--- src/rtl/dsp_row_driver.sv ---
// Command/collect end of a 17x17 DSP MAC column: computes one row
// R = A*b + c, issuing limbs with the DSP's pipeline offsets and streaming
// S+1 17-bit result limbs extracted through the P>>17 carry path.
module dsp_row_driver #(
    parameter int S     = 4,
    parameter int ABREG = 1,
    parameter int MREG  = 1
) (
    input  logic            clock_i,
    input  logic            reset_i,
    input  logic            start_i,
    input  logic [17*S-1:0] A_i,
    input  logic [16:0]     b_i,
    input  logic [16:0]     c_i,
    output logic [16:0]     DSP_A_o,
    output logic [16:0]     DSP_B_o,
    output logic [33:0]     DSP_C_o,
    output logic            DSP_CREG_en_o,
    output logic [6:0]      DSP_OPMODE_o,
    input  logic [33:0]     DSP_P_i,
    output logic            busy_o,
    output logic            res_valid_o,
    output logic [16:0]     res_limb_o,
    output logic            res_last_o,
    output logic            done_o
);

    localparam int DSP_REG_LEVEL = 1 + ABREG + MREG;
    // OPMODE/C trail A/B by this many cycles so they meet the M stage
    localparam int CTRL_DLY = ABREG + MREG - 1;
    localparam int CW = $clog2(S + 1);
    localparam logic [CW-1:0] K_FLUSH = CW'(S);
    localparam logic [6:0] OPM_FIRST = 7'b0110101;  // P = M + C
    localparam logic [6:0] OPM_ACC   = 7'b1100101;  // P = M + P>>17
    localparam logic [6:0] OPM_FLUSH = 7'b1100000;  // P = P>>17

    typedef enum logic [1:0] {ST_IDLE, ST_ISSUE, ST_DRAIN} state_t;

    state_t          state, state_nxt;
    logic [CW-1:0]   k_q, k_nxt;
    logic [17*S-1:0] a_q;
    logic [16:0]     b_q;
    logic            capture, shift_a;
    logic            iss_v, iss_last, iss_creg;
    logic [16:0]     iss_a, iss_b;
    logic [6:0]      iss_opm;
    logic [33:0]     iss_c;
    logic [6:0]      opm_s0, opm_s1;
    logic            creg_s0, creg_s1;
    logic [33:0]     c_s0, c_s1;
    logic [DSP_REG_LEVEL:0] v_pipe, l_pipe;
    logic            unused_p_hi;

    // Upper P bits feed the DSP's own shift path only
    assign unused_p_hi = ^DSP_P_i[33:17];

    // Next-state and the issue to be presented after the coming edge;
    // issue 0 comes straight from the inputs so it appears right after accept
    always_comb begin
        state_nxt = state;
        k_nxt     = k_q;
        capture   = 1'b0;
        shift_a   = 1'b0;
        iss_v     = 1'b0;
        iss_last  = 1'b0;
        iss_creg  = 1'b0;
        iss_a     = '0;
        iss_b     = '0;
        iss_opm   = '0;
        iss_c     = '0;
        case (state)
            ST_IDLE: begin
                if (start_i) begin
                    capture   = 1'b1;
                    state_nxt = ST_ISSUE;
                    k_nxt     = '0;
                    iss_v     = 1'b1;
                    iss_a     = A_i[16:0];
                    iss_b     = b_i;
                    iss_opm   = OPM_FIRST;
                    iss_creg  = 1'b1;
                    iss_c     = {17'b0, c_i};
                end
            end
            ST_ISSUE: begin
                if (k_q == K_FLUSH) begin
                    state_nxt = ST_DRAIN;
                end else begin
                    k_nxt = k_q + CW'(1);
                    iss_v = 1'b1;
                    if (k_nxt == K_FLUSH) begin
                        iss_last = 1'b1;
                        iss_opm  = OPM_FLUSH;
                    end else begin
                        iss_a   = a_q[16:0];
                        iss_b   = b_q;
                        iss_opm = OPM_ACC;
                        shift_a = 1'b1;
                    end
                end
            end
            ST_DRAIN: begin
                if (res_last_o) state_nxt = ST_IDLE;
            end
            default: state_nxt = ST_IDLE;
        endcase
    end

    // State, issue counter and captured operands; A is kept as a shifting
    // queue of the limbs still to be issued
    always_ff @(posedge clock_i) begin
        if (reset_i) begin
            state <= ST_IDLE;
            k_q   <= '0;
            a_q   <= '0;
            b_q   <= '0;
        end else begin
            state <= state_nxt;
            k_q   <= k_nxt;
            if (capture) begin
                a_q <= {17'b0, A_i[17*S-1:17]};
                b_q <= b_i;
            end else if (shift_a) begin
                a_q <= {17'b0, a_q[17*S-1:17]};
            end
        end
    end

    // Registered A/B plus a two-deep OPMODE/C pipe for the control offset
    always_ff @(posedge clock_i) begin
        if (reset_i) begin
            DSP_A_o <= '0;
            DSP_B_o <= '0;
            opm_s0  <= '0;
            opm_s1  <= '0;
            creg_s0 <= 1'b0;
            creg_s1 <= 1'b0;
            c_s0    <= '0;
            c_s1    <= '0;
        end else begin
            DSP_A_o <= iss_a;
            DSP_B_o <= iss_b;
            opm_s0  <= iss_opm;
            opm_s1  <= opm_s0;
            creg_s0 <= iss_creg;
            creg_s1 <= creg_s0;
            c_s0    <= iss_c;
            c_s1    <= c_s0;
        end
    end

    assign DSP_OPMODE_o  = (CTRL_DLY == 0) ? opm_s0  : opm_s1;
    assign DSP_CREG_en_o = (CTRL_DLY == 0) ? creg_s0 : creg_s1;
    assign DSP_C_o       = (CTRL_DLY == 0) ? c_s0    : c_s1;

    // Valid/last tracking of issues through the DSP, then limb collection
    always_ff @(posedge clock_i) begin
        if (reset_i) begin
            v_pipe      <= '0;
            l_pipe      <= '0;
            res_valid_o <= 1'b0;
            res_limb_o  <= '0;
            res_last_o  <= 1'b0;
            done_o      <= 1'b0;
        end else begin
            v_pipe      <= {v_pipe[DSP_REG_LEVEL-1:0], iss_v};
            l_pipe      <= {l_pipe[DSP_REG_LEVEL-1:0], iss_last};
            res_valid_o <= v_pipe[DSP_REG_LEVEL];
            res_limb_o  <= v_pipe[DSP_REG_LEVEL] ? DSP_P_i[16:0] : '0;
            res_last_o  <= v_pipe[DSP_REG_LEVEL] & l_pipe[DSP_REG_LEVEL];
            done_o      <= v_pipe[DSP_REG_LEVEL] & l_pipe[DSP_REG_LEVEL];
        end
    end

    assign busy_o = (state != ST_IDLE);

endmodule

--- config.mk ---
export PLATFORM = sky130hd
export DESIGN_NAME = dsp_row_driver
export DESIGN_NICKNAME = d
export VERILOG_FILES = /design/src/rtl/dsp_row_driver.sv
export SDC_FILE = /design/constraint.sdc
export NUM_CORES = 1
export LEC_CHECK = 0
export ABC_AREA = 1
export BUFFER_PORTS_ARGS = -buffer_cell sky130_fd_sc_hd__buf_2
export CORE_MARGIN = 2
export CORE_UTILIZATION = 41
export CTS_CLUSTER_DIAMETER = 30
export DETAILED_ROUTE_END_ITERATION = 8
export PLACE_DENSITY = 0.68
export SLEW_MARGIN = 25
export SYNTH_ARGS = -nofsm -noshare
export SYNTH_HDL_FRONTEND = slang
export SYNTH_SLANG_ARGS = --single-unit
--- constraint.sdc ---
create_clock -name clock_i -period 3.2 [get_ports clock_i]
set_clock_uncertainty 0.15 [all_clocks]
set_input_delay 0 -clock clock_i [delete_from_list [all_inputs] [get_ports clock_i]]
set_output_delay 0 -clock clock_i [all_outputs]
set_load 0.01 [all_outputs]
==> qor.csv, run 1 <==
stage,metric,value,unit
outcome,outcome,completed,
grt,gr usage total,0.195,
clock_network,Worst-path clk slew,0.06,ns
grt,vias in the first global route,5363,
logic_synthesis,Netlist Area Pre-Place,6440,um^2
min_path,Min-Delay Path Class,input port to flip-flop,
grt,total gr overflow,0,
logic_synthesis,syn avg cell area,7.97,um^2
worst_setup_path,Crit path largest cell delay,0.56,ns
timing,RSZ-0062 raised after global routing,false,
timing,post-route setup slack,0.488,ns
clock_network,Skew-Pair Late Insertion Delay,0.42,ns
die,overall die height,129,um
run,max-cap violations,0,
die,die area,16700,um^2
grt,initial antenna violation count,0,
pwr,P_sw,1.30,mW
pwr,Max rail drop VDD,358,uV
pwr,P_int,3.91,mW
clock_network,CTS tree,yes,
grt,met2 Use GR,0.328,
timing,final hold violations,0,
placed_design,Setup WS pre-CTS,1.07,ns
worst_setup_path,Setup CP Type,flip-flop to flip-flop,
cells_and_area,NumNets Final,1255,
grt,largest net degree at the start of global routing,64,
cells_and_area,layout cells sized above 1,0.218,
logic_synthesis,Yosys top cell area share,0.547,
logic_synthesis,post-synth top area cell,dfxtp_1,
logic_synthesis,ys async rst share,0,
drt,Routed WL,16700,um
worst_setup_path,"critical path, cell by cell",inv_1 -> ha_1 -> nand2_1 -> inv_1 -> nor2_8 -> nand2_8 -> inv_4 -> nand2_1 -> a21oi_1 -> dlygate4sd3_1,
clock_network,TritonCTS Sinks,176,
logic_synthesis,library cells used by synthesis,26,
timing,minimum clock period,2.71,ns
drt,Via density,4.43,
timing,Fin Setup TNS,0,ns
logic_synthesis,Main synth FF type,dfxtp_1,
clock_network,CTS Buf Count,17,
die,row count,45,
pwr,Clock power frac,0.402,
die,I/O pins,236,
pwr,Power Density,563,nW/um^2
cells_and_area,area grow syn2layout,43.8,%
clock_network,root buf cell,clkbuf_16,
drt,DRC,0,
drt,via count,5920,
drt,Routed wire per std cell,12.5,um
logic_synthesis,largest cells by area after synthesis,"dfxtp_1, nand2_1, a21oi_1, inv_1, nor2_1",
logic_synthesis,Ys Warns,0,
grt,GR peak layer,met2,
logic_synthesis,Post-synth EDFFs,0,
clock_network,H-Tree Depth,4,
die,Initial Util,0.422,
drt,initial drt markers,346,
logic_synthesis,top-count cell post-synth,nand2_1,
grt,routing usage on met1,0.245,
worst_setup_path,CP Data Required Time,3.41,ns
worst_setup_path,Crit path buffers/inverters,4,
clock_network,clock tree buffer depth,2,
grt,first-pass GRT wire length,25800,um
timing,Rel. slew slack,0.453,
worst_setup_path,crit start category,flip-flop,
worst_setup_path,crit path DAT,2.92,ns
worst_setup_path,Crit. End Element,flip-flop,
worst_setup_path,Crit-path slowest cell,dlygate4sd3_1,
grt,met3 GRT Util,0.0400,
worst_setup_path,crit path max fanout,51,
pwr,Logic pwr share,0.142,
pwr,Sw Ratio,0.250,
timing,Fmax,369,MHz
logic_synthesis,post-synthesis sequential area ratio,0.547,
drt,DRT Pass-1 Iters,7,
die,Core Box Area,15300,um^2
timing,Worst Max-Slew Pin Slew,0.820,ns
worst_setup_path,reg-to-reg setup timing slack,0.49,ns
cells_and_area,number of diodes,0,
logic_synthesis,synth cell count leaders,"nand2_1, dfxtp_1, a21oi_1, inv_1, nor2_1",
die,Die X,129,um
pwr,Lkg Pwr,4.42,nW
timing,setup violators final,0,
drt,Post-DRT Antenna Nets,0,
placed_design,IO buf count,199,
placed_design,GPL Wtd Cong,0.802,
logic_synthesis,post-synthesis sequential element count,176,
pwr,Flop pwr share,0.456,
worst_setup_path,"delay-heaviest family, CP",buffers and inverters,
placed_design,hpwl dp,9340,um
timing,Final Cycle Share,0.847,
timing,Slew Limit Fails,0,
logic_synthesis,Post-Syn Instances,808,
-- cell type report --
class / instances / area (um^2)
Inverter: 78 / 302
Timing Repair Buffer: 337 / 2370
Multi-Input combinational cell: 503 / 2200
Clock inverter: 10 / 135
Tap cell: 211 / 264
Sequential cell: 176 / 3520
Clock buffer: 22 / 464
Fill cell: 1320 / 6000
-- path summary, 6_finish.rpt --
path / startpoint / depth (start not counted) / endpoint
max: k_q[0]$_SDFFE_PP0P_ / 10 / DSP_A_o[5]$_SDFF_PP0_
min: start_i / 5 / DSP_A_o[16]$_SDFF_PP0_
max reg2reg: k_q[0]$_SDFFE_PP0P_ / 10 / DSP_A_o[5]$_SDFF_PP0_
min reg2reg: opm_s0[2]$_SDFF_PP0_ / 2 / DSP_OPMODE_o[2]$_SDFF_PP0_
-- metrics by stage --
stage	hold WS (ns)	utilization	cells	instance area (um^2)	power (mW)
detailed placement	0.0518	0.479	1171	7320	3.03
global route	0.0803	0.607	1337	9260	5.44
global placement	0.0494	0.479	1171	7320	3.02
floorplan	-0.0378	-	826	6500	2.89
CTS	0.0162	0.607	1337	9260	5.24
finish	0.0359	0.607	1337	9260	5.21
-- repair_timing --
| item | in CTS | in global routing |
|---|---|---|
| setup buffers | 0 | 0 |
| resized for setup | 0 | 0 |
| endpoints found under the hold margin | 143 | 0 |
| hold buffers | 134 | 0 |
-- cell families after synthesis --
logic type      after synthesis  synth area share
flops                       176             0.547
simple gates                371             0.239
other cells                   1          0.000583
buf+inv                     147             0.122
compound gates              110            0.0859
fa+ha+maj                     3           0.00583
-- power by group through the flow --
stage	registers, mW	clock network [mW]	logic (mW)
after detailed placement	2.43	0	0.604
after global routing	2.39	2.22	0.826
final	2.38	2.09	0.739
after global placement	2.42	0	0.601
after floorplan	2.44	0	0.457
after CTS	2.38	2.13	0.732
-- routing by layer --
layer	share of wire	up-vias
li1	-	3064
met1	0.45	2630
met2	0.48	201
met3	0.051	25
met4	0.017	0
met5	0	-
-- worst min-delay path, cell delays in order --
cell	delay (ns)
buf_2	0.12
nand3_4	0.10
inv_4	0.15
nand2_1	0.11
a21oi_1	0.05
-- state kept, by name (all words and copies together) (netlist names), 2 cells and up --
name / flops
DSP_A_o: 17
DSP_B_o: 17
DSP_C_o: 17
DSP_OPMODE_o: 3
a_q: 51
b_q: 17
c_s0: 17
k_q: 3
l_pipe: 4
opm_s0: 3
res_limb_o: 17
state: 2
v_pipe: 4
-- cell usage in the layout (no fill, tap or decap), types with 2 or more instances in the layout --
master and count:
ha_1 3, buf_4 5, clkbuf_16 17, nand2_8 2, a21oi_1 88, inv_4 3, clkbuf_1 3, clkinv_4 2
clkbuf_8 2, nor2_1 69, clkinv_2 5, dfxtp_1 176, dlygate4sd3_1 134, nand3_1 51, inv_1 72, conb_1 19
bufinv_16 3, o21ai_1 10, nand2_1 243, inv_2 2, o21ai_0 11, buf_2 198
(Power assumes the default switching activity.)
==> run 2, diff against run 1 <==
--- a/config.mk
+++ b/config.mk
@@ -5,13 +5,13 @@
 export SDC_FILE = /design/constraint.sdc
 export NUM_CORES = 1
 export LEC_CHECK = 0
-export ABC_AREA = 1
+export ABC_AREA = 0
 export BUFFER_PORTS_ARGS = -buffer_cell sky130_fd_sc_hd__buf_2
 export CORE_MARGIN = 2
 export CORE_UTILIZATION = 41
 export CTS_CLUSTER_DIAMETER = 30
 export DETAILED_ROUTE_END_ITERATION = 8
-export PLACE_DENSITY = 0.68
+export PLACE_DENSITY = 0.71
 export SLEW_MARGIN = 25
 export SYNTH_ARGS = -nofsm -noshare
 export SYNTH_HDL_FRONTEND = slang
==> constraint.sdc (replaced) <==
create_clock -name clock_i -period 2.4 [get_ports clock_i]
set_clock_uncertainty 0.15 [all_clocks]
set_input_delay 0 -clock clock_i [delete_from_list [all_inputs] [get_ports clock_i]]
set_output_delay 0 -clock clock_i [all_outputs]
set_load 0.01 [all_outputs]
==> run 2 against run 1 <==
Against the previous run:
- setup slack got worse by 0.22 ns
- fmax increased by 27%
- register-to-register slack got worse by 0.22 ns
- non-clock buffer count decreased by 4
- first-iteration DRC count decreased by 0.87%
- sequential share of layout area increased by 0.57 points
- clock-buffer cell count decreased by 3
- global-route usage increased by 1.5 points
==> qor.csv, run 2 <==
stage,metric,value,unit
outcome,outcome,completed,
drt,Routed WL,17200,um
die,Die X,128,um
timing,minimum clock period,2.13,ns
timing,Worst Max-Slew Pin Slew,0.714,ns
cells_and_area,post-route cell area,9120,um^2
drt,DRT Pass-1 Iters,5,
drt,Post-DRT Antenna Nets,0,
cells_and_area,"commonest non-fill, non-tap cell in the layout",buf_2,
clock_network,Worst-path clk slew,0.07,ns
timing,Slew Limit Fails,0,
die,I/O pins,236,
logic_synthesis,Ys Warns,0,
logic_synthesis,simple-gate share of the synthesized area,0.185,
cells_and_area,NumNets Final,1094,
logic_synthesis,Post-synth EDFFs,0,
timing,Rel. slew slack,0.524,
worst_setup_path,reg-to-reg setup timing slack,0.27,ns
logic_synthesis,main combinational cell family by area after synthesis,simple AND/OR/NAND/NOR gates,
timing,final hold violations,0,
placed_design,hpwl dp,10100,um
cells_and_area,layout cells sized above 1,0.272,
placed_design,Post-Place Cell Area,7340,um^2
worst_setup_path,CP Data Required Time,2.59,ns
logic_synthesis,Synth Area in Compound Gates,0.174,
logic_synthesis,largest cells by area after synthesis,"dfxtp_1, a21oi_1, nor2_1, nand3_1, a311oi_1",
cells_and_area,most frequent cells in the layout,"buf_2, dfxtp_1, dlygate4sd3_1, nor2_1, a21oi_1",
worst_setup_path,crit path max fanout,16,
worst_setup_path,Setup CP Type,flip-flop to flip-flop,
pwr,Max rail drop VDD,479,uV
drt,Via density,4.94,
logic_synthesis,post-synth top area cell,dfxtp_1,
logic_synthesis,Netlist Area Pre-Place,6260,um^2
grt,total gr overflow,0,
timing,Fmax,469,MHz
die,die area,16300,um^2
die,Core Box Area,15000,um^2
die,row count,45,
grt,first-pass GRT wire length,27100,um
min_path,Min-Delay Path Class,input port to flip-flop,
logic_synthesis,Synth Area in Adders,0.00600,
clock_network,H-Tree Depth,4,
logic_synthesis,library cells used by synthesis,33,
timing,setup violators final,0,
logic_synthesis,post-synthesis sequential element count,176,
cells_and_area,max reg flops,51,
logic_synthesis,post-synthesis sequential area ratio,0.563,
grt,gr usage total,0.210,
clock_network,Post-CTS Setup Bufs,0,
logic_synthesis,Yosys top cell area share,0.563,
grt,vias in the first global route,5520,
die,overall die height,128,um
worst_setup_path,Crit. End Element,flip-flop,
timing,Fin Setup TNS,0,ns
logic_synthesis,Main synth FF type,dfxtp_1,
logic_synthesis,syn avg cell area,9.50,um^2
timing,Final Cycle Share,0.889,
clock_network,root buf cell,clkbuf_16,
grt,initial antenna violation count,0,
clock_network,clock tree buffer depth,2,
pwr,Power Density,747,nW/um^2
clock_network,CTS Buf Count,17,
logic_synthesis,Post-Syn Instances,659,
drt,via count,5689,
placed_design,GPL Wtd Cong,0.743,
placed_design,IO buf count,199,
run,max-cap violations,0,
clock_network,TritonCTS Sinks,176,
drt,DRC,0,
clock_network,Skew-Pair Late Insertion Delay,0.42,ns
logic_synthesis,top-count cell post-synth,dfxtp_1,
cells_and_area,Biggest register,a_q,
logic_synthesis,ys async rst share,0,
logic_synthesis,mux contribution to synthesized area,0,
worst_setup_path,crit start category,flip-flop,
cells_and_area,area grow syn2layout,45.8,%
cells_and_area,number of diodes,0,
pwr,Lkg Pwr,3.94,nW
grt,largest net degree at the start of global routing,78,
drt,initial drt markers,343,
drt,Routed wire per std cell,14.9,um
worst_setup_path,crit path DAT,2.33,ns
timing,RSZ-0062 raised after global routing,false,
logic_synthesis,synth cell count leaders,"dfxtp_1, nor2_1, a21oi_1, nand2_1, nand3_1",
die,Initial Util,0.416,
logic_synthesis,XOR/XNOR share of the synthesized area,0.00140,
clock_network,CTS tree,yes,
[run 2: cell types whose count changed in the layout (fill, tap and decap cells not counted), sizes merged, moves of 8 or more]
cell | previous run | this run
nand2 | 247 | 55
inv | 77 | 6
and2 | 0 | 35
nor2b | 0 | 31
a21oi | 88 | 60
a311oi | 0 | 26
o211ai | 0 | 18
a32oi | 0 | 17
dlygate4sd3 | 134 | 122
buf | 203 | 211
o21ai | 21 | 29
o221a | 0 | 8
[run 2: final timing paths]
check | from | endpoint | depth (start not counted)
setup reg to reg | state[1]$_SDFFE_PP0P_ | b_q[5]$_SDFFE_PP0P_ | 5
setup / recovery | state[1]$_SDFFE_PP0P_ | b_q[5]$_SDFFE_PP0P_ | 5
hold reg to reg | c_s0[0]$_SDFF_PP0_ | DSP_C_o[0]$_SDFF_PP0_ | 1
hold / removal | c_i[8] | c_s0[8]$_SDFF_PP0_ | 3
[run 2: timing repair]
action,4_1_cts,5_1_grt
hold buffers,122,0
hold endpoints to repair,162,0
resized for setup,0,0
[run 2: critical path, stage by stage, from the launching register on]
cell           delay [ns]
dfxtp_1              0.35
or2_2                0.34
nor2_4               0.38
nand2_1              0.09
dlygate4sd3_1        0.59
a21oi_1              0.15
[run 2: cells by family after synthesis]
kind of cell,count (synthesis)
compound gates,160
xor+xnor,1
fa+ha+maj,3
buf+inv,80
flops,176
other cells,1
simple gates,238
[run 2: per-layer routing]
metal	global-route usage	vias up	part of all wire
li1	-	2829	-
met1	0.262	2599	0.44
met2	0.354	237	0.49
met3	0.0532	24	0.057
met4	0.0724	0	0.016
met5	0	-	0
[run 2: where the power goes]
part	switching [mW]	total (mW)	leakage, nW	internal (mW)
Sequential	0.0955	3.22	1.44	3.12
Clock	1.15	2.63	0.276	1.48
Combinational	0.508	0.968	2.23	0.461
Total	1.75	6.82	3.94	5.07
[run 2: layout make-up]
cell class	count	area (um^2)
clock buffers	19	453
clock inverters	12	109
fillers	1207	5910
inverters	3	11.3
multi-input cells	421	2380
flip-flops and latches	176	3520
well taps	188	235
repair buffers	333	2410
[run 2: stage by stage]
step	hold slack [ns]	total power [mW]	cells	util	worst slack (ns)
after floorplan	-0.0283	3.79	677	-	0.725
after global placement	0.0493	4.07	999	0.488	0.355
after detailed placement	0.0518	4.08	999	0.488	0.297
after CTS	0.148	6.85	1152	0.607	0.275
after global routing	0.164	7.10	1152	0.607	0.107
final	0.159	6.82	1152	0.607	0.267
